**src/rtl/seq_mult_pkg.sv**
```systemverilog
// Shared types and defaults for the sequential signed multiplier.
//   seq_mult_state_t : FSM state encoding (IDLE, ADD, SHIFT, DONE)
//   SEQ_MULT_WIDTH   : default operand width
package seq_mult_pkg;

  localparam int unsigned SEQ_MULT_WIDTH = 8;

  typedef enum logic [1:0] {
    IDLE  = 2'd0,
    ADD   = 2'd1,
    SHIFT = 2'd2,
    DONE  = 2'd3
  } seq_mult_state_t;

endpackage

```
**src/rtl/addsub_n.sv**
```systemverilog
// N-bit ripple-carry adder/subtractor built from full-adder cells.
// Ports:
//   a, b : N-bit operands
//   sub  : 1 = a - b (b inverted, carry-in 1), 0 = a + b
//   sum  : N-bit result, carry-out discarded
module addsub_n #(
  parameter int unsigned N = 9
) (
  input  logic [N-1:0] a,
  input  logic [N-1:0] b,
  input  logic         sub,
  output logic [N-1:0] sum
);

  localparam int NI = int'(N);

  logic [N-1:0] w_bx;
  logic [N-1:0] w_c;

  assign w_bx   = b ^ {N{sub}};
  assign w_c[0] = sub;

  // Full-adder chain; the top cell produces no carry since it is dropped.
  for (genvar i = 0; i < NI; i++) begin : g_fa
    assign sum[i] = a[i] ^ w_bx[i] ^ w_c[i];
    if (i < NI - 1) begin : g_cy
      assign w_c[i+1] = (a[i] & w_bx[i]) | (w_c[i] & (a[i] ^ w_bx[i]));
    end
  end

endmodule

```
**src/rtl/seq_mult_signed.sv**
```systemverilog
// Sequential signed shift-add multiplier. {X,A,B} is shifted right once per
// multiplier bit; the sign bit of the multiplier is handled by subtracting S.
// Optional build macro: SEQ_MULT_SKIP_ZERO_EN -- a zero multiplier bit is
// consumed in a single ADD cycle (the shift is done in place).
// Ports:
//   Clk, Reset    : clock, synchronous active-high reset
//   start         : request, sampled only in IDLE
//   multiplicand  : signed operand S
//   multiplier    : signed operand (loaded into B)
//   busy          : high in ADD and SHIFT
//   done          : one-cycle pulse in DONE
//   product       : {A,B}, valid from DONE until the next acceptance
//   x_bit         : sign-extension register X
module seq_mult_signed
  import seq_mult_pkg::*;
#(
  parameter int unsigned WIDTH = SEQ_MULT_WIDTH
) (
  input  logic                 Clk,
  input  logic                 Reset,
  input  logic                 start,
  input  logic [WIDTH-1:0]     multiplicand,
  input  logic [WIDTH-1:0]     multiplier,
  output logic                 busy,
  output logic                 done,
  output logic [2*WIDTH-1:0]   product,
  output logic                 x_bit
);

  localparam int unsigned CW = $clog2(WIDTH + 1);

  seq_mult_state_t  r_state;
  logic             r_x;
  logic [WIDTH-1:0] r_a;
  logic [WIDTH-1:0] r_b;
  logic [WIDTH-1:0] r_s;
  logic [CW-1:0]    r_cnt;
  logic             r_busy;
  logic             r_done;

  logic [WIDTH:0]   w_sum;
  logic             w_sub;
  logic [CW-1:0]    w_cnt_inc;
  logic             w_last;
  logic [WIDTH-1:0] w_a_shr;
  logic [WIDTH-1:0] w_b_shr;

  // The last iteration weights the multiplier sign bit negatively.
  assign w_sub     = (r_cnt == CW'(WIDTH - 1));
  assign w_cnt_inc = r_cnt + CW'(1);
  assign w_last    = (w_cnt_inc == CW'(WIDTH));

  // Arithmetic right shift of {X,A,B}: X is replicated into A's MSB.
  assign w_a_shr = {r_x, r_a[WIDTH-1:1]};
  assign w_b_shr = {r_a[0], r_b[WIDTH-1:1]};

  addsub_n #(
    .N (WIDTH + 1)
  ) u_addsub (
    .a   ({r_a[WIDTH-1], r_a}),
    .b   ({r_s[WIDTH-1], r_s}),
    .sub (w_sub),
    .sum (w_sum)
  );

  // FSM, datapath registers and registered status outputs.
  always_ff @(posedge Clk) begin
    if (Reset) begin
      r_state <= IDLE;
      r_x     <= 1'b0;
      r_a     <= '0;
      r_b     <= '0;
      r_s     <= '0;
      r_cnt   <= '0;
      r_busy  <= 1'b0;
      r_done  <= 1'b0;
    end else begin
      case (r_state)
        IDLE: begin
          if (start) begin
            r_x     <= 1'b0;
            r_a     <= '0;
            r_b     <= multiplier;
            r_s     <= multiplicand;
            r_cnt   <= '0;
            r_busy  <= 1'b1;
            r_state <= ADD;
          end
        end

        ADD: begin
          if (r_b[0]) begin
            r_x     <= w_sum[WIDTH];
            r_a     <= w_sum[WIDTH-1:0];
            r_state <= SHIFT;
          end else begin
`ifdef SEQ_MULT_SKIP_ZERO_EN
            r_a   <= w_a_shr;
            r_b   <= w_b_shr;
            r_cnt <= w_cnt_inc;
            if (w_last) begin
              r_busy  <= 1'b0;
              r_done  <= 1'b1;
              r_state <= DONE;
            end else begin
              r_state <= ADD;
            end
`else
            r_state <= SHIFT;
`endif
          end
        end

        SHIFT: begin
          r_a   <= w_a_shr;
          r_b   <= w_b_shr;
          r_cnt <= w_cnt_inc;
          if (w_last) begin
            r_busy  <= 1'b0;
            r_done  <= 1'b1;
            r_state <= DONE;
          end else begin
            r_state <= ADD;
          end
        end

        DONE: begin
          r_done  <= 1'b0;
          r_state <= IDLE;
        end

        default: begin
          r_busy  <= 1'b0;
          r_done  <= 1'b0;
          r_state <= IDLE;
        end
      endcase
    end
  end

  assign busy    = r_busy;
  assign done    = r_done;
  assign product = {r_a, r_b};
  assign x_bit   = r_x;

endmodule

```
**config.mk**
```make
export PLATFORM = sky130hd
export DESIGN_NAME = seq_mult_signed
export DESIGN_NICKNAME = d
export VERILOG_FILES = /design/src/rtl/seq_mult_pkg.sv /design/src/rtl/addsub_n.sv /design/src/rtl/seq_mult_signed.sv
export SDC_FILE = /design/constraint.sdc
export NUM_CORES = 1
export LEC_CHECK = 0
export ABC_AREA = 1
export BUFFER_PORTS_ARGS = -buffer_cell sky130_fd_sc_hd__buf_4
export CAP_MARGIN = 20
export CORE_AREA = 2 2 76 60
export DETAILED_ROUTE_END_ITERATION = 6
export DIE_AREA = 0 0 78 62
export GPL_TIMING_DRIVEN = 0
export PLACE_DENSITY = 0.64
export SYNTH_ARGS = -nofsm -noshare
export SYNTH_HDL_FRONTEND = slang
export SYNTH_SLANG_ARGS = --single-unit
```
**constraint.sdc**
```tcl
create_clock -name Clk -period 8.4 [get_ports Clk]
set_clock_uncertainty 0.1 [all_clocks]
set_input_delay 0.42 -clock Clk [delete_from_list [all_inputs] [get_ports Clk]]
set_output_delay 0.42 -clock Clk [all_outputs]
set_load 0.005 [all_outputs]
```
# Yosys cells after proc, flatten, opt, wreduce, memory -nomap -nowiden
# Cells that the tools add are included.
totals:
  input_bits: 19
  out_inout_bits: 19
  latch_bits: 0
  memories: 0
  wordCells: 89
  romBits: 0
  reg_bits: 33
  mem_bits_rw: 0
op_classes:
  n_mul: 0
  n_reduce_logical: 11
  div_mod_pow: 0
  bitwise: 43
  muxes: 18
  eq_ne: 8
  add_sub_neg: 1
  shift: 0
  magnitude_cmp: 0
op_table:
  columns: ["operator", "count"]
  rows:
  - ["$mux W8", 3]
  - ["$pmux W8 S3", 1]
  - ["$xor A1 B1 Y1", 18]
  - ["$and A1 B1 Y1", 16]
  - ["$pmux W8 S2", 1]
  - ["$reduce_and A3 Y1", 3]
  - ["$xor A9 B9 Y9", 1]
  - ["$or A1 B1 Y1", 8]
  - ["$pmux W2 S4", 1]
  - ["$pmux W4 S2", 1]
  - ["$ne A2 B2 Y1 const B", 3]
  - ["$pmux W1 S2", 3]
  - ["$reduce_and A2 Y1", 3]
  - ["$reduce_bool A2 Y1", 3]
  - ["$mux W1", 5]
  - ["$add A4 B1 Y4 const B", 1]
  - ["$eq A2 B2 Y1 const B", 2]
  - ["$eq A4 B3 Y1 const B", 1]
  - ["$eq A4 B4 Y1 const B", 1]
  - ["$mux W2", 2]
  - ["$mux W4", 1]
  - ["$reduce_bool A3 Y1", 1]
  - ["$eq A2 B1 Y1 const B", 1]
  - ["$logic_not A2 Y1", 1]

# Depth between registers and ports, before layout
depth:
  depth_word: 22
  ltp_mapped: 14
  mapped_depth_nobuf: 14

# Hierarchy
# A second synthesis with hierarchy kept.
unflattened:
  cells_unflattened: 261
  hier_area_um2: 1920.6
modules_own_cells:
  columns: ["mod", "cells_per_inst", "area_each_um2", "n_inst"]
  rows:
  - ["seq_mult_signed", 200, 1534.0, 1]
  - ["addsub_n", 61, 386.6, 1]

# Worst setup path before layout
# Ideal clock, no wire load.
synth_path:
  path_kind: "register to register"
  from: "register r_cnt[0]"
  to: "register r_a[7]"
  path_stages_with_launch: 15
  path_slack_ps: 4286
  t_required_ps: 8230
  t_arrival_ps: 3944
  n_path_buf: 0
  period_less_slack_ps: 4114
  cell_sequence: "dfxtp_1 ha_1 nand3_1 xnor2_1 fa_1 fa_1 fa_1 fa_1 fa_1 inv_1 fa_1 fa_1 o21ai_0 nand2_1 a21oi_1"
synth_between:
  elab_chain_cells: 20
synth_lines:
  columns: ["element", "line_no", "rtl"]
  rows:
  - ["from (decl)", "seq_mult_signed.sv:37", "logic [CW-1:0] r_cnt;"]
  - ["from (signal assigned)", "seq_mult_signed.sv:117", "r_cnt <= w_cnt_inc;"]
  - ["$eq A4 B3 Y1 (*)", "seq_mult_signed.sv:49", "assign w_sub = (r_cnt == CW'(WIDTH - 1));"]
  - ["$xor A9 B9 Y9", "addsub_n.sv:20", "assign w_bx = b ^ {N{sub}};"]
  - ["$xor A1 B1 Y1", "addsub_n.sv:27", "assign w_c[i+1] = (a[i] & w_bx[i]) | (w_c[i] & (a[i] ^ w_bx[i]));"]
  - ["$and A1 B1 Y1", "addsub_n.sv:27", null]
  - ["$or A1 B1 Y1", "addsub_n.sv:27", null]
  - ["$and A1 B1 Y1", "addsub_n.sv:27", null]
  - ["$or A1 B1 Y1", "addsub_n.sv:27", null]
  - ["$and A1 B1 Y1", "addsub_n.sv:27", null]
  - ["(+4 left out)", null, null]
  - ["$or A1 B1 Y1", "addsub_n.sv:27", null]
  - ["$and A1 B1 Y1", "addsub_n.sv:27", null]
  - ["$or A1 B1 Y1", "addsub_n.sv:27", null]
  - ["$and A1 B1 Y1", "addsub_n.sv:27", null]
  - ["$or A1 B1 Y1", "addsub_n.sv:27", null]
  - ["$xor A1 B1 Y1 (*)", "addsub_n.sv:25", "assign sum[i] = a[i] ^ w_bx[i] ^ w_c[i];"]
  - ["$mux W8 (*)", "seq_mult_signed.sv:92", "if (r_b[0]) begin"]
  - ["$pmux W8 S3 (*)", "seq_mult_signed.sv:78", "case (r_state)"]
  - ["to (signal assigned)", "seq_mult_signed.sv:94", "r_a <= w_sum[WIDTH-1:0];"]
  - ["to (signal assigned)", "seq_mult_signed.sv:115", "r_a <= w_a_shr;"]
  - ["to (decl)", "seq_mult_signed.sv:34", "logic [WIDTH-1:0] r_a;"]
# Every way passes the cells marked *; elsewhere a longest branch is shown, timed or not. The select of a mux whose other input is x is not followed.
# A chain may end at the register's enable or synchronous reset.

# Worst setup path in the final report
# Ends and elaborated chain as after synthesis.

==> results by group <==
Clock network
  • CTS clock-pin slew for the worst setup and hold paths: ~0.07 ns
  • Post-CTS Setup Inserts: 0
  • TritonCTS sink count: 33
  • Total CTS buffers: 5
  • CTS Root Cell: clkbuf_8
  • Clk buf depth: 2
  • Hold_buf cts: 0
  • Post-cts sizing count: 0
  • CTS tree: built
  • Clk_lat worst skew: approximately 0.29 ns
  • H-tree Lvls: 2

Place
  • Routability congestion estimate: roughly 0.8
  • Input/output buffers: 37
  • Placed Area: roughly 2100 µm²
  • Pre-CTS WS: 3.95 ns
  • Detailed placement HPWL: ~2.9 mm

Status
  • Run status: finished, final reports clean

Final layout
  • # diodes: 0
  • Share of layout cells above drive strength 1: 0.197
  • Most frequent cells in the layout: nand2_1, buf_4, dfxtp_1
  • Synth-to-Final Area Change: 26.9%
  • Final core occ: 0.522
  • Design area: ~2200 µm²
  • FILL cells: 426
  • Nets: 300
  • Leading cell type in the layout, fill and taps excluded: nand2_1

Pwr
  • Flop pwr share: 0.429
  • Net switching power: approximately 0.00011 W
  • Power Dens Cells: about 190 nW/µm²
  • Worst vdd ir: ~90 µV
  • Clock share of power: 0.375
  • Comb pwr share: 0.196
  • Switching Share: 0.276
  • Pint: between 0.0003 and 0.0004 W
  • LEAKAGE: between 0.9 and 1 nW

Synthesis
  • Synth async-reset ratio: 0
  • Post-synth top area share: 0.382
  • Yosys top cell by area: dfxtp_1
  • Post-Syn Area: 1730 µm²
  • #FFs+latches synth: 33
  • Top FF cell, synth: dfxtp_1
  • Main area contributors after synthesis: dfxtp_1, nand2_1, fa_1
  • Post-synth cell types: 25
  • Avg Synthesized Cell Area: 7.73 µm²
  • Sequential cell area fraction in the yosys report: 0.382
  • Syn nets: about 260
  • Post-synth EDFFs: 0
  • YS warnings: 0
  • Cells after Synth: approximately 220

Hold path
  • Min-delay worst type: in -> reg

Route
  • Wire length per cell: 12.0 µm
  • Final ANT Viol Nets: 0
  • Drt total wl: just under 4 mm
  • DRC: 0
  • Initial drt markers: between 60 and 70
  • DR vias/cell: just under 5
  • Vias: around 1,600
  • 1st-pass router iterations: 4

Floorplan
  • DIE AREA: between 4000 and 5000 µm²
  • DIE HEIGHT: 62 µm
  • Core ar.: between 4000 and 5000 µm²
  • I/O pin cnt: 38
  • Die X: between 70 and 80 µm
  • Initial Util: 0.412
  • Row cnt: 21

STA
  • Final worst setup slack: 3.93 ns
  • Worst slew margin: 0.623
  • Final Max Slew Viols: 0
  • Tightest Pin Transition: 0.565 ns
  • F_max: between 0.2 and 0.25 GHz
  • Hold Fails Final Rpt: 0
  • Final setup TNS: 0 ns
  • RSZ-0062 raised after global routing: false
  • Crit path time final: between 4 and 5 ns
  • Finish-stage setup viols: 0
  • Final Cycle Share: 0.532

Global routing
  • Vias in the first global route: about 1,300
  • Initial antenna violation count: 0
  • GRT Util Overall: 0.172
  • First-pass GRT wire length: around 6.3 mm
  • Largest net degree at the start of global routing: 11
  • Grt ovf: 0

Setup path
  • CP Data Arrival Time: 4.58 ns
  • Crit start category: flip-flop
  • Worst setup EP type: flip-flop
  • Max Fanout on Critical Path: 8
  • Critical setup path kind: reg -> reg
  • Req. time, crit path: around 8.5 ns

Job
  • Max cap viols: 0
-- worst max-delay path: stages, from the launching register on --
cell	delay (ns)
dfxtp_1	0.43
ha_1	0.23
nand3_1	0.36
xnor2_1	0.27
fa_1	0.44
fa_1	0.41
fa_1	0.39
fa_1	0.38
fa_1	0.37
inv_1	0.08
fa_1	0.18
fa_1	0.40
o21ai_0	0.16
nand2_1	0.07
a21oi_1	0.11
-- final timing paths --
check | startpoint | slack, ns | cells past startpoint | endpoint
min reg2reg | busy | 0.35 | 2 | busy
max | r_cnt[0] | 3.93 | 14 | r_a[7]
max reg2reg | r_cnt[0] | 3.93 | 14 | r_a[7]
min | Reset | 0.23 | 2 | r_a[4]
-- per-layer routing --
layer	wire [µm]	part of all wire	vias to the layer above	track usage
met4	52	0.013	0	0.0752
met1	2090	0.53	725	0.258
met5	0	0	-	0
li1	-	-	820	-
met3	157	0.040	5	0.0405
met2	1610	0.41	25	0.235
-- logic make-up (layout without fill, tap and decap cells) --
logic type      Yosys count  count (layout)  synth area share
compound gates           57              57             0.182
fa+ha+maj                13              13             0.124
flops                    33              33             0.382
xor+xnor                  7               7            0.0354
buf+inv                  27              72            0.0687
simple gates             87              87             0.208
-- stage by stage --
stage | std cells | hold slack (ns) | power (W)
floorplan | 224 | 0.342 | 0.000232
global placement | 318 | 0.345 | 0.000262
detailed placement | 318 | 0.342 | 0.000263
CTS | 326 | 0.223 | 0.000418
global route | 326 | 0.242 | 0.000436
finish | 326 | 0.233 | 0.000414
-- area by class of cell --
| class | instances | area, µm² | area share |
|---|---|---|---|
| clock buffer | 7 | 86.3 | 0.0393 |
| multi-input combinational | 164 | 951 | 0.433 |
| sequential | 33 | 661 | 0.301 |
| clock inverter | 1 | 30.0 | 0.0137 |
| buffer | 9 | 51.3 | 0.0234 |
| timing repair buffer | 37 | 278 | 0.126 |
| inverter | 18 | 67.6 | 0.0308 |
| tap | 57 | 71.3 | 0.0325 |
-- power groups by stage --
stage                     Sequential, W  Clock (W)  Combinational, W
after CTS                      0.000178   0.000158         0.0000815
after detailed placement       0.000181          0         0.0000815
after global placement         0.000181          0         0.0000805
final                          0.000178   0.000155         0.0000813
after floorplan                0.000180          0         0.0000514
after global routing           0.000179   0.000165         0.0000916
-- cells in the mapped netlist (3+ instances only) --
cell	n
inv_1	17
nand3_1	5
dfxtp_1	33
nand2_1	57
clkbuf_1	3
a31oi_1	9
xnor2_1	6
a22o_1	4
nor2_1	20
o21ai_0	24
fa_1	7
ha_1	6
a21oi_1	18
-- sequential cells by signal (all words and copies together), names as in the netlist --
signal,count
r_cnt,4
r_state,2
done,1
x_bit,1
r_a,8
r_s,8
busy,1
r_b,8
(Power assumes the default switching activity.)
